**src/rtl/mul_share_ctrl_pkg.sv**
```systemverilog
// Shared types for the shared-multiplier sequencer: FSM states, requester count
// and the owner-index encoding used by the controller and its arbiter.
package mul_share_ctrl_pkg;

    localparam int REQ_N = 2;

    typedef enum logic [1:0] {
        IDLE  = 2'd0,
        ISSUE = 2'd1,
        WAIT  = 2'd2,
        DONE  = 2'd3
    } state_t;

    // Owner index: one bit is enough for exactly two requesters.
    typedef logic owner_t;
    localparam owner_t OWNER_0 = 1'b0;
    localparam owner_t OWNER_1 = 1'b1;

    function automatic logic [REQ_N-1:0] owner_onehot(input owner_t owner);
        return (owner == OWNER_1) ? 2'b10 : 2'b01;
    endfunction

endpackage

```
**src/rtl/mul_share_ctrl_if.sv**
```systemverilog
// Requester-side and multiplier-side signals of the shared-multiplier sequencer.
// slave is the controller's view; master is the surrounding logic's view.
interface mul_share_ctrl_if #(
    parameter int WIDTH = 4
);
    logic [1:0]         req;
    logic [WIDTH-1:0]   a0;
    logic [WIDTH-1:0]   b0;
    logic [WIDTH-1:0]   a1;
    logic [WIDTH-1:0]   b1;
    logic [1:0]         gnt;
    logic [1:0]         done;
    logic [2*WIDTH-1:0] res;
    logic               busy;
    logic               mul_start;
    logic [WIDTH-1:0]   mul_a;
    logic [WIDTH-1:0]   mul_b;
    logic               mul_finish;
    logic [2*WIDTH-1:0] mul_res;

    modport slave (
        input  req, a0, b0, a1, b1, mul_finish, mul_res,
        output gnt, done, res, busy, mul_start, mul_a, mul_b
    );

    modport master (
        output req, a0, b0, a1, b1, mul_finish, mul_res,
        input  gnt, done, res, busy, mul_start, mul_a, mul_b
    );
endinterface

```
**src/rtl/mul_share_ctrl_rr_arb2.sv**
```systemverilog
// Two-way arbiter: round-robin by default, fixed priority to requester 0 when
// MUL_SHARE_FIXED_PRIO_EN is defined (the priority pointer then disappears).
module rr_arb2
    import mul_share_ctrl_pkg::*;
(
    input  logic       clk,
    input  logic       rst,
    input  logic [1:0] req,
    input  logic       upd,
    input  owner_t     upd_owner,
    output logic       any,
    output owner_t     win
);

    assign any = |req;

`ifdef MUL_SHARE_FIXED_PRIO_EN
    logic unused;
    assign unused = ^{clk, rst, upd, upd_owner};
    assign win    = req[0] ? OWNER_0 : OWNER_1;
`else
    owner_t prio;

    // After a completion the other requester is favoured next.
    always_ff @(posedge clk or negedge rst) begin
        if (!rst) begin
            prio <= OWNER_0;
        end else if (upd) begin
            prio <= ~upd_owner;
        end
    end

    always_comb begin
        win = prio;
        if (!req[prio]) begin
            win = ~prio;
        end
    end
`endif

endmodule

```
**src/rtl/mul_share_ctrl.sv**
```systemverilog
// Sequences one start/finish multiplier between two requesters. Arbitration
// mode is selected by MUL_SHARE_FIXED_PRIO_EN (see rr_arb2).
module mul_share_ctrl
    import mul_share_ctrl_pkg::*;
#(
    parameter int WIDTH = 4,
    parameter int REQ_N = 2
) (
    input logic             clk,
    input logic             rst,
    mul_share_ctrl_if.slave bus
);

    generate
        if (REQ_N != mul_share_ctrl_pkg::REQ_N) begin : g_req_n_check
            $error("mul_share_ctrl supports exactly two requesters");
        end
    endgenerate

    state_t             state;
    state_t             state_nx;
    owner_t             owner;
    owner_t             win;
    logic               any;
    logic               done_stb;
    logic [1:0]         gnt;
    logic [1:0]         done;
    logic               mul_start;
    logic [WIDTH-1:0]   mul_a;
    logic [WIDTH-1:0]   mul_b;
    logic [2*WIDTH-1:0] res;

    assign done_stb = (state == DONE);

    rr_arb2 u_arb (
        .clk       (clk),
        .rst       (rst),
        .req       (bus.req),
        .upd       (done_stb),
        .upd_owner (owner),
        .any       (any),
        .win       (win)
    );

    always_ff @(posedge clk or negedge rst) begin
        if (!rst) begin
            state <= IDLE;
        end else begin
            state <= state_nx;
        end
    end

    always_comb begin
        state_nx = state;
        case (state)
            IDLE:    if (any) state_nx = ISSUE;
            ISSUE:   state_nx = WAIT;
            WAIT:    if (bus.mul_finish) state_nx = DONE;
            DONE:    state_nx = IDLE;
            default: state_nx = IDLE;
        endcase
    end

    // Grant is decoded in IDLE so a new job can start the cycle after DONE;
    // it is gated by rst so nothing is granted while reset is held.
    always_comb begin
        gnt       = 2'b00;
        done      = 2'b00;
        mul_start = 1'b0;
        case (state)
            IDLE:    if (any && rst) gnt = owner_onehot(win);
            ISSUE:   mul_start = 1'b1;
            DONE:    done = owner_onehot(owner);
            default: ;
        endcase
    end

    always_ff @(posedge clk or negedge rst) begin
        if (!rst) begin
            owner <= OWNER_0;
            mul_a <= '0;
            mul_b <= '0;
            res   <= '0;
        end else begin
            if (state == IDLE && any) begin
                owner <= win;
                mul_a <= (win == OWNER_1) ? bus.a1 : bus.a0;
                mul_b <= (win == OWNER_1) ? bus.b1 : bus.b0;
            end
            if (state == WAIT && bus.mul_finish) begin
                res <= bus.mul_res;
            end
        end
    end

    assign bus.gnt       = gnt;
    assign bus.done      = done;
    assign bus.mul_start = mul_start;
    assign bus.busy      = (state != IDLE) || (|gnt);
    assign bus.mul_a     = mul_a;
    assign bus.mul_b     = mul_b;
    assign bus.res       = res;

endmodule

```
**src/flat_wrapper.sv**
```systemverilog
// flat-port wrapper written by rule: the top's interface ports become plain ports
module mul_share_ctrl_flat import mul_share_ctrl_pkg::*;
#(
    parameter int WIDTH = 4,
    parameter int REQ_N = 2
)
  (clk, rst, bus_req, bus_a0, bus_b0, bus_a1, bus_b1, bus_mul_finish, bus_mul_res, bus_gnt, bus_done, bus_res, bus_busy, bus_mul_start, bus_mul_a, bus_mul_b);
  mul_share_ctrl_if #(.WIDTH(WIDTH)) bus_i ();
  input logic clk;
  input logic rst;
  input wire logic [$bits(bus_i.req)-1:0] bus_req;
  input wire logic [$bits(bus_i.a0)-1:0] bus_a0;
  input wire logic [$bits(bus_i.b0)-1:0] bus_b0;
  input wire logic [$bits(bus_i.a1)-1:0] bus_a1;
  input wire logic [$bits(bus_i.b1)-1:0] bus_b1;
  input wire logic [$bits(bus_i.mul_finish)-1:0] bus_mul_finish;
  input wire logic [$bits(bus_i.mul_res)-1:0] bus_mul_res;
  output wire logic [$bits(bus_i.gnt)-1:0] bus_gnt;
  output wire logic [$bits(bus_i.done)-1:0] bus_done;
  output wire logic [$bits(bus_i.res)-1:0] bus_res;
  output wire logic [$bits(bus_i.busy)-1:0] bus_busy;
  output wire logic [$bits(bus_i.mul_start)-1:0] bus_mul_start;
  output wire logic [$bits(bus_i.mul_a)-1:0] bus_mul_a;
  output wire logic [$bits(bus_i.mul_b)-1:0] bus_mul_b;
  assign bus_i.req = bus_req;
  assign bus_i.a0 = bus_a0;
  assign bus_i.b0 = bus_b0;
  assign bus_i.a1 = bus_a1;
  assign bus_i.b1 = bus_b1;
  assign bus_i.mul_finish = bus_mul_finish;
  assign bus_i.mul_res = bus_mul_res;
  assign bus_gnt = bus_i.gnt;
  assign bus_done = bus_i.done;
  assign bus_res = bus_i.res;
  assign bus_busy = bus_i.busy;
  assign bus_mul_start = bus_i.mul_start;
  assign bus_mul_a = bus_i.mul_a;
  assign bus_mul_b = bus_i.mul_b;
  mul_share_ctrl #(.WIDTH(WIDTH), .REQ_N(REQ_N)) u_core (.clk(clk), .rst(rst), .bus(bus_i));
endmodule
```
**config.mk**
```make
export PLATFORM = sky130hd
export DESIGN_NAME = mul_share_ctrl_flat
export DESIGN_NICKNAME = d
export VERILOG_FILES = /design/src/rtl/mul_share_ctrl_pkg.sv /design/src/rtl/mul_share_ctrl_if.sv /design/src/rtl/mul_share_ctrl_rr_arb2.sv /design/src/rtl/mul_share_ctrl.sv /design/src/flat_wrapper.sv
export SDC_FILE = /design/constraint.sdc
export NUM_CORES = 1
export LEC_CHECK = 0
export CAP_MARGIN = 20
export CORE_MARGIN = 2
export CORE_UTILIZATION = 41
export CTS_CLUSTER_DIAMETER = 150
export CTS_CLUSTER_SIZE = 30
export DETAILED_ROUTE_END_ITERATION = 8
export MAX_ROUTING_LAYER = met4
export PLACE_DENSITY = 0.87
export SETUP_SLACK_MARGIN = 0.3
export SLEW_MARGIN = 10
export SYNTH_ARGS = -nofsm -noshare
export SYNTH_HDL_FRONTEND = slang
export SYNTH_HIERARCHICAL = 1
export SYNTH_SLANG_ARGS = --single-unit
```
**constraint.sdc**
```tcl
create_clock -name clk -period 2.2 [get_ports clk]
set_clock_uncertainty 0.1 [all_clocks]
set_input_delay 0.66 -clock clk [delete_from_list [all_inputs] [get_ports clk]]
set_output_delay 0.66 -clock clk [all_outputs]
set_load 0.005 [all_outputs]
```
Yosys cells after proc, flatten, opt, wreduce, memory -nomap -nowiden
Index checks and enable logic that the tools add are counted.
{ "word_totals": {"input_bits": 29, "register_bits": 20, "word_cells": 37, "output_inout_bits": 22} }
{ "op_classes": {"n_mux": 14, "n_bitwise": 2, "eq_ne": 5, "reduce_logical": 9, "n_lt_le_gt_ge": 1} }
{ "op_table": {"columns": ["operator", "n"], "rows": [
  ["2-bit two-way mux", 7],
  ["4-bit two-way mux", 2],
  ["2-bit one-hot mux with 4 select lines", 1],
  ["2-bit == test (second input constant)", 2],
  ["1-bit two-way mux", 4],
  ["2-bit OR reduction", 2],
  ["1-bit logical AND", 3],
  ["2-bit by 1-bit == test with 1-bit output (second input constant)", 1],
  ["2-bit zero test", 1],
  ["1-bit by 2-bit less-than comparator with 1-bit output (second input constant)", 1],
  ["2-bit by 1-bit != test with 1-bit output (second input constant)", 1],
  ["2-bit != test (second input constant)", 1],
  ["1-bit NOT", 2],
  ["2-bit AND reduction", 1],
  ["2-bit nonzero test", 1],
  ["1-bit logical OR", 1]
]} }

Logic depth before layout (Yosys ltp)
{ "depth": {"word_depth": 8, "mapped_depth": 7, "mapped_depth_nobuf": 5} }

Modules after synthesis
The synthesis kept the hierarchy.
{ "by_module_without_submodules": {"columns": ["mod", "instances", "area_each_um2", "cells_per_inst", "seq_area_each_um2"], "rows": [
  ["mul_share_ctrl", 1, 918.4, 76, 475.5],
  ["rr_arb2", 1, 53.8, 6, 25.0]
]} }

Worst setup path before layout
No wires, ideal clock.
{ "synth_path": {"kind": "input to output", "start": "input bus_req[0]", "end": "output bus_gnt[1]", "setup_slack_ps": 147, "t_arrival_ps": 1293, "n_path_buf": 1, "cell_stages": 4, "required_ps": 1440, "path_cell_list": "o21ai_0 > buf_4 > inv_1 > nor2_1"} }
{ "synth_via": {"elab_chain_cells": 6, "word_cells_on_any_way": 8, "cone_classes": "mux (6); reduce/logical (2)"} }
{ "synth_rtl": {"columns": ["element", "line", "text"], "rows": [
  ["start: declaration", "flat_wrapper.sv:11", "input wire logic [$bits(bus_i.req)-1:0] bus_req;"],
  ["1-bit two-way mux (implied by the code) (2 in a row)", "mul_share_ctrl_rr_arb2.sv:35", "if (!req[prio]) begin"],
  ["1-bit two-way mux", "mul_share_ctrl_rr_arb2.sv:35", null],
  ["2-bit two-way mux", "mul_share_ctrl_pkg.sv:20", "return (owner == OWNER_1) ? 2'b10 : 2'b01;"],
  ["2-bit two-way mux (*)", "mul_share_ctrl.sv:71", "IDLE: if (any && rst) gnt = owner_onehot(win);"],
  ["2-bit two-way mux (*)", "mul_share_ctrl.sv:70", "case (state)"],
  ["end: declaration", "flat_wrapper.sv:18", "output wire logic [$bits(bus_i.gnt)-1:0] bus_gnt;"]
]} }
Mark *: on every way between the ends. The rest lies on a longest branch, timed or not. The select of a mux whose other input is x is not followed.

Final worst setup path
{ "layout_path": {"start": "register u_core.state[1]", "end": "output bus_done[0]"} }
{ "layout_via": {"elab_chain_cells": 2} }
{ "layout_rtl": {"columns": ["element", "line", "text"], "rows": [
  ["start: declaration", "mul_share_ctrl.sv:20", "state_t state;"],
  ["start signal: assignment", "mul_share_ctrl.sv:49", "state <= state_nx;"],
  ["2-bit == test", null, null],
  ["net u_core.done_stb", "mul_share_ctrl.sv:25", "logic done_stb;"],
  ["2-bit two-way mux", "mul_share_ctrl.sv:70", null],
  ["end: declaration", "flat_wrapper.sv:19", "output wire logic [$bits(bus_i.done)-1:0] bus_done;"]
]} }
The timed path passes the listed nets, and every way through them passes these cells.

==> results.toml <==
[run_status]
outcome = "complete, no violations"

[synthesis]
syn_area_per_cell_sq_um = 11.9
synth-adder-area-share_pct = 5.15
ys_seq_area_share_pct = 51.5
yosys.area.top_type_share_pct = 51.5
synth_xor_area_share_pct = 0
synth-compound-area-share_pct = 6.82
synthArstFlopShare_pct = 100
yosys-top-cells-area = "dfrtp_1 (51%), mux2_2 (10%), mux2i_1 (9.3%), ha_1 (5.1%), a21oi_1 (3.1%)"
yosysUniqueCellTypes = 23
synth_top_family_by_area = "multiplexers"
synthesis.area_sq_um = 972
yosys_register_bits = 20
synthMuxAreaShare_pct = 21.2
synth.most_common_cell = "dfrtp_1"
synth_edf_count = 0
synth.top_cells.by_count = "dfrtp_1 (20), mux2_2 (9), mux2i_1 (9)"
yosys.area_share.simple_pct = 9.52
yosys_warnings = 6
syn_nets = 115
netlist_instances = 82
synth_top_cell_by_area = "dfrtp_1"
synth_ff_type = "dfrtp_1"

[final_layout]
final_cells = 178
fill_cells = 168
fin_area_sq_um = 1690
areaGrowthSynthToFinish_pct = 73.5
drive_above_1_share_pct = 37.3
nNetsFinal = 184
antenna_cells = 0

[route]
via_count = 826
detail_route.iter0.violations = 5
routed_wl_mm = 2.40
firstDrtPassIters = 3
via_per_inst = 4.64
routedWlPerCell_um = 13.5
drc_errors = 0
ant_nets = 0

[place]
place_area_sq_um = 1560
dp_hpwl_mm = 1.73
pre_cts_slack_ns = -0.614
dp.cells = 164
port_buffers = 50
gp_congestion = 0.724

[sta]
fin_crit_sh_pct = 94.1
period_minus_slack_ns = 2.07
tns_ns = 0
worst_pin_slew_ns = 0.248
final-hold-violation-count = 0
finalMaxSlewViolations = 0
rsz0062_at_grt = "yes"
fin_ws_ns = 0.130
slew_headroom_pct = 83.5
finalSetupViolations = 0
max_freq_ghz = 0.483

[die]
start_util_pct = 43.5
io_pins = 51
core_area_sq_um = 2230
dieArea_sq_um = 2780
rows = 17
die_h_um = 52.7
fp.dieW_um = 52.7

[pwr]
pwr-share-clk_pct = 14.1
irDropWorstVdd_mv = 0.846
p_leak_nw = 0.786
power_mw = 2.14
p_seq_share_pct = 31.2
pwr_density_cell_nw_per_um2 = 1270
p_sw_uw = 687
swShare_pct = 32.1
p_int_mw = 1.45
p_comb_share_pct = 54.8

[grt]
antenna_found_initial = 0
grt_usage_pct = 19.8
grt_first_pass_wirelength_mm = 3.82
grt_start_max_net_pins = 21
grt_pass1_vias = 865
overflow = 0

[clock_tree]
holdBufCountCts = 0
cts_tree = "built"
htreeDepth = 1
cts.path.max_buffers = 2
clk_latency_ns = 0.30
clk_pin_slew_ns = 0.12
cts.sinks = 20
cts_buffers = 3
clock-root-buffer = "clkbuf_4"

[min_path]
holdCritPathClass = "register to register"

[setup_path]
path_cells = "ha_2, buf_6, nor2b_1, buf_2"
crit_slowest_cell = "dfrtp_1"
arrival_ns = 1.31
crit_fanout = 3
setup.worst_path.start_class = "register"
slowest_delay_ns = 0.44
critPathTopFamily = "flip-flops"
critPathCaptureType = "primary output"
crit_type = "register to primary output"
cp_num_buf_inv = 2
worstPathRequired_ns = 1.44

[run]
maxCapViolations = 0
cells in the final DEF, fill, tap and decap left out, drive strengths merged:
cell type / instances
dlygate4sd2: 17
and2: 2
dfrtp: 20
nor2: 10
o21ai: 1
or2: 1
buf: 25
a21oi: 8
nand3: 1
nor2b: 1
inv: 6
clkbuf: 3
o22ai: 1
mux2i: 9
ha: 4
nand2: 4
a22oi: 1
bufinv: 1
mux2: 10
clkdlybuf4s50: 25
path summary, 6_finish.rpt:
check,start,end,slack (ns),cells after the start
hold / removal,u_core/bus.res[1],u_core/bus.res[1],0.41,1
setup reg to reg,u_core/state[1],u_core/state[1],0.44,7
setup / recovery,u_core/state[1],bus_done[0],0.13,4
hold reg to reg,u_core/bus.res[1],u_core/bus.res[1],0.41,1
max in group asynchronous,rst,u_core/bus.mul_b[3],1.36,2
min in group asynchronous,rst,u_core/bus.res[0],0.43,2
logic make-up (layout without fill, tap and decap cells):
kind of cell,count (synthesis),after routing
DFF,20,20
buffers and inverters,9,77
and+or+nand+nor,19,19
muxes,19,19
AOI/OAI and AO/OA,11,11
adders and majority gates,4,4
cell type report:
class / instances / area (sq um) / share of cell area, %
timing repair buffer: 67 / 624 / 37.0
multi-input combinational: 53 / 452 / 26.8
clock buffer: 3 / 22.5 / 1.34
inverter: 6 / 22.5 / 1.34
tap: 28 / 35.0 / 2.08
sequential: 20 / 500 / 29.7
clock inverter: 1 / 30.0 / 1.78
per-stage QoR:
step                hold WS [ns]  utilization (%)
finish                     0.414             75.5
global route               0.450             75.5
CTS                        0.415             74.1
detailed placement         0.394             69.6
global placement           0.388             69.6
floorplan                  0.264                -
power groups by stage:
| stage | Clock [mW] | Combinational (mW) | Sequential [mW] |
|---|---|---|---|
| CTS | 0.304 | 1.12 | 0.666 |
| detailed placement | 0 | 1.08 | 0.679 |
| floorplan | 0 | 0.525 | 0.677 |
| global placement | 0 | 1.05 | 0.663 |
| global route | 0.322 | 1.28 | 0.691 |
| finish | 0.301 | 1.17 | 0.667 |
routing by layer:
metal / vias to the layer above / part of all wire, % / track usage (%) / wire length, um
met5: - / 0 / - / 0
met4: 0 / 0.42 / 5.13 / 10
met3: 2 / 8.0 / 5.71 / 192
met2: 34 / 54 / 36.7 / 1290
met1: 383 / 38 / 20.3 / 900
li1: 407 / - / - / -
worst register-to-register path, cell delays in order, from the launching register on:
cell,delay (ns)
dfrtp_1,0.44
inv_2,0.10
ha_4,0.15
buf_6,0.09
buf_4,0.10
inv_1,0.05
o22ai_1,0.25
mux2_2,0.38
repair_timing:
item / CTS / global route
resized for setup: 64 / 2
endpoints found under the setup margin: 23 / 6
pin swaps: 7 / 5
setup buffers: 7 / 3
endpoints found under the hold margin: 0 / 0
sequential cells by signal, summed over array words and instances, names as in the netlist:
register	flops
u_core/bus.mul_b	4
u_core/state	2
u_core/owner	1
u_core/bus.res	8
u_core/u_arb/prio	1
u_core/bus.mul_a	4
No activity file was read; power rests on OpenSTA's default activity.
==> variant (same flow settings) <==
Build with the macro `MUL_SHARE_FIXED_PRIO_EN` defined.
--- a/src/rtl/mul_share_ctrl_rr_arb2.sv
+++ b/src/rtl/mul_share_ctrl_rr_arb2.sv
@@ -1,5 +1,7 @@
 // Two-way arbiter: round-robin by default, fixed priority to requester 0 when
 // MUL_SHARE_FIXED_PRIO_EN is defined (the priority pointer then disappears).
+`define MUL_SHARE_FIXED_PRIO_EN
+
 module rr_arb2
     import mul_share_ctrl_pkg::*;
 (
Formal check against the unedited RTL: not equivalent (Yosys sat finds a counterexample within 10 cycles, from zero or initial values and one cycle with rst low).
==> variant against the unedited design <==
Hold slack lost 35 ps; power shrank 17%; sequential cell count shrank 1; sequential power shrank 6.3%; wire length shrank 2.0%; final cell count shrank 3.4%; synthesized area shrank 4.5%; final area shrank 7.9%; setup slack gained 27 ps; core utilization shrank 3.9 points; critical endpoint is now bus_gnt[0]; largest cell class unchanged; largest power group unchanged.
==> variant: results (changes against the unedited design) <==
stage;metric;value;unit;change
status;status;finished, final reports clean;;
place;total placed cells including tap cells;159;;-3.0%
synthesis;top post-synthesis cells by area;dfrtp_1 51%, mux2_2 11%, mux2i_1 8.6%, ha_1 5.4%, a21oi_1 3.2%;;
clock_tree;htree depth;1;;unchanged
clock_tree;clk buf depth;2;;unchanged
flow_run;max_cap viols;0;;unchanged
grt;Total GRT Usage;20.30;%;+0.50 points
synthesis;top post-synthesis cells by count;19 x dfrtp_1, 9 x mux2_2, 8 x mux2i_1, 8 x nor2_1;;
layout;Top Registers;u_core/bus.res x8, u_core/bus.mul_a x4, u_core/bus.mul_b x4;;
route;DRT Pass-1 Iters;4;;+1
worst_setup_path;crit-path max FO;3;;unchanged
place;I/O Buffers;50;;unchanged
synthesis;YS warnings;6;;unchanged
route;vias per cell;4.802;;+3.5%
grt;first-pass GRT wire length;3705;um;-3.1%
layout;max FFs per register;8;;unchanged
power_and_ir_drop;Int Power;1.187;mW;-18%
layout;nets@finish;178;;-3.3%
grt;GR Util met3;5.460;%;-0.25 points
clock_tree;CTS Buf Count;3;;unchanged
place;routability congestion estimate;0.8015;;+11%
clock_tree;Worst-Skew Late Latency;300;ps;about the same
grt;met2 Usage GRT;35.90;%;-0.77 points
grt;met1 Resource Use GR;19.18;%;-1.1 points
clock_tree;Worst-path clk slew;100;ps;-20 ps
place;Post-Place Cell Area;1488;um2;-4.3%
place;Place WS;-594.1;ps;+19.85 ps
worst_setup_path;crit path DAT;1280;ps;-30 ps
power_and_ir_drop;maximum vdd drop;659.3;uV;-22%
worst_hold_path;worst hold path class;primary input to asynchronous set/reset pin;;
synthesis;Synth Net Count;111;;-3.5%
place;Detailed Place HPWL;1777;um;+2.9%
layout;Diodes inserted;0;;unchanged
route;initial DRC count;8;;+3
power_and_ir_drop;clk pwr;0.177;mW;-41%
route;DRT Wirelength;2351;um;-2.0%
power_and_ir_drop;pwr/cell area;1138;nW/um2;-10%
worst_setup_path;CP delay by family, top;simple AND/OR/NAND/NOR gates;;
clock_tree;clock root buffer;clkbuf_4;;
power_and_ir_drop;Flop pwr share;35.4;%;+4.2 points
timing;Worst Max-Slew Pin Slew;181.7;ps;-65.84 ps
power_and_ir_drop;Static Leak;0.7325;nW;-6.8%
grt;vias in the first global route;887;;+2.5%
synthesis;fraction of registers with async set/reset;100.0;%;unchanged
synthesis;post-synthesis sequential area ratio;51.21;%;-0.27 points
route;vias;826;;unchanged
grt;largest net degree at the start of global routing;12;;-43%
layout;fraction of layout cells with a size suffix above 1;35.42;%;-1.9 points
worst_setup_path;slowest stage delay, CP;260;ps;-180 ps
layout;Fillers;176;;+4.8%
grt;initial antenna violation count;0;;unchanged
synthesis;Cell variety after synth;22;;-4.3%
synthesis;Post-Syn Instances;78;;-4.9%
worst_setup_path;Max stage delay cell, worst path;or2_4;;
==> variant: path summary, 6_finish.rpt <==
kind                                                     from                               to  slack [ps]  cells past startpoint
worst max-delay path                               bus_req[0]                       bus_gnt[0]         160                      5
worst min-delay path                                      rst  u_core/bus.mul_b[2]$_DFFE_PN0P_         380                      2
worst max register to register    u_core/state[0]$_DFFE_PN0P_      u_core/state[1]$_DFFE_PN0P_         570                      6
worst min register to register  u_core/bus.res[3]$_DFFE_PN0P_    u_core/bus.res[3]$_DFFE_PN0P_         410                      1
max in group asynchronous                                 rst    u_core/bus.res[0]$_DFFE_PN0P_        1460                      2
min in group clk                u_core/bus.res[3]$_DFFE_PN0P_    u_core/bus.res[3]$_DFFE_PN0P_         410                      1
==> variant: cell type report <==
class | count | share of cell area, %
tap | 28 | 2.254
inverter | 6 | 1.449
timing repair buffer | 65 | 36.55
clock buffer | 4 | 1.691
sequential | 19 | 30.60
multi-input combinational | 50 | 27.46
==> variant: repair_timing <==
action                     4_1_cts  5_1_grt
pin swaps                        6        4
buffers inserted                 8        1
setup endpoints to repair       22        6
resized for setup               55        4
==> variant: through the flow <==
stage / TNS, ps / utilization, %
after floorplan: 0 / -
after global placement: -1473 / 68.57
after detailed placement: -1628 / 68.57
after CTS: 0 / 70.82
after global routing: 0 / 71.63
final: 0 / 71.63
==> variant: cells by family (layout without fill, tap and decap cells) <==
group           after synthesis  in the layout  share of synthesized area [%]
compound gates               10             10                          6.605
simple gates                 18             18                          9.570
mux                          18             18                          21.16
fa+ha+maj                     4              4                          5.391
flops                        19             19                          51.21
buf+inv                       9             75                          6.064
==> variant: layer usage <==
metal  share of wire, %  wire length [um]
met1                 36               847
met2                 53              1254
met3                7.7               180
met4                2.9                68
met5                  0                 0
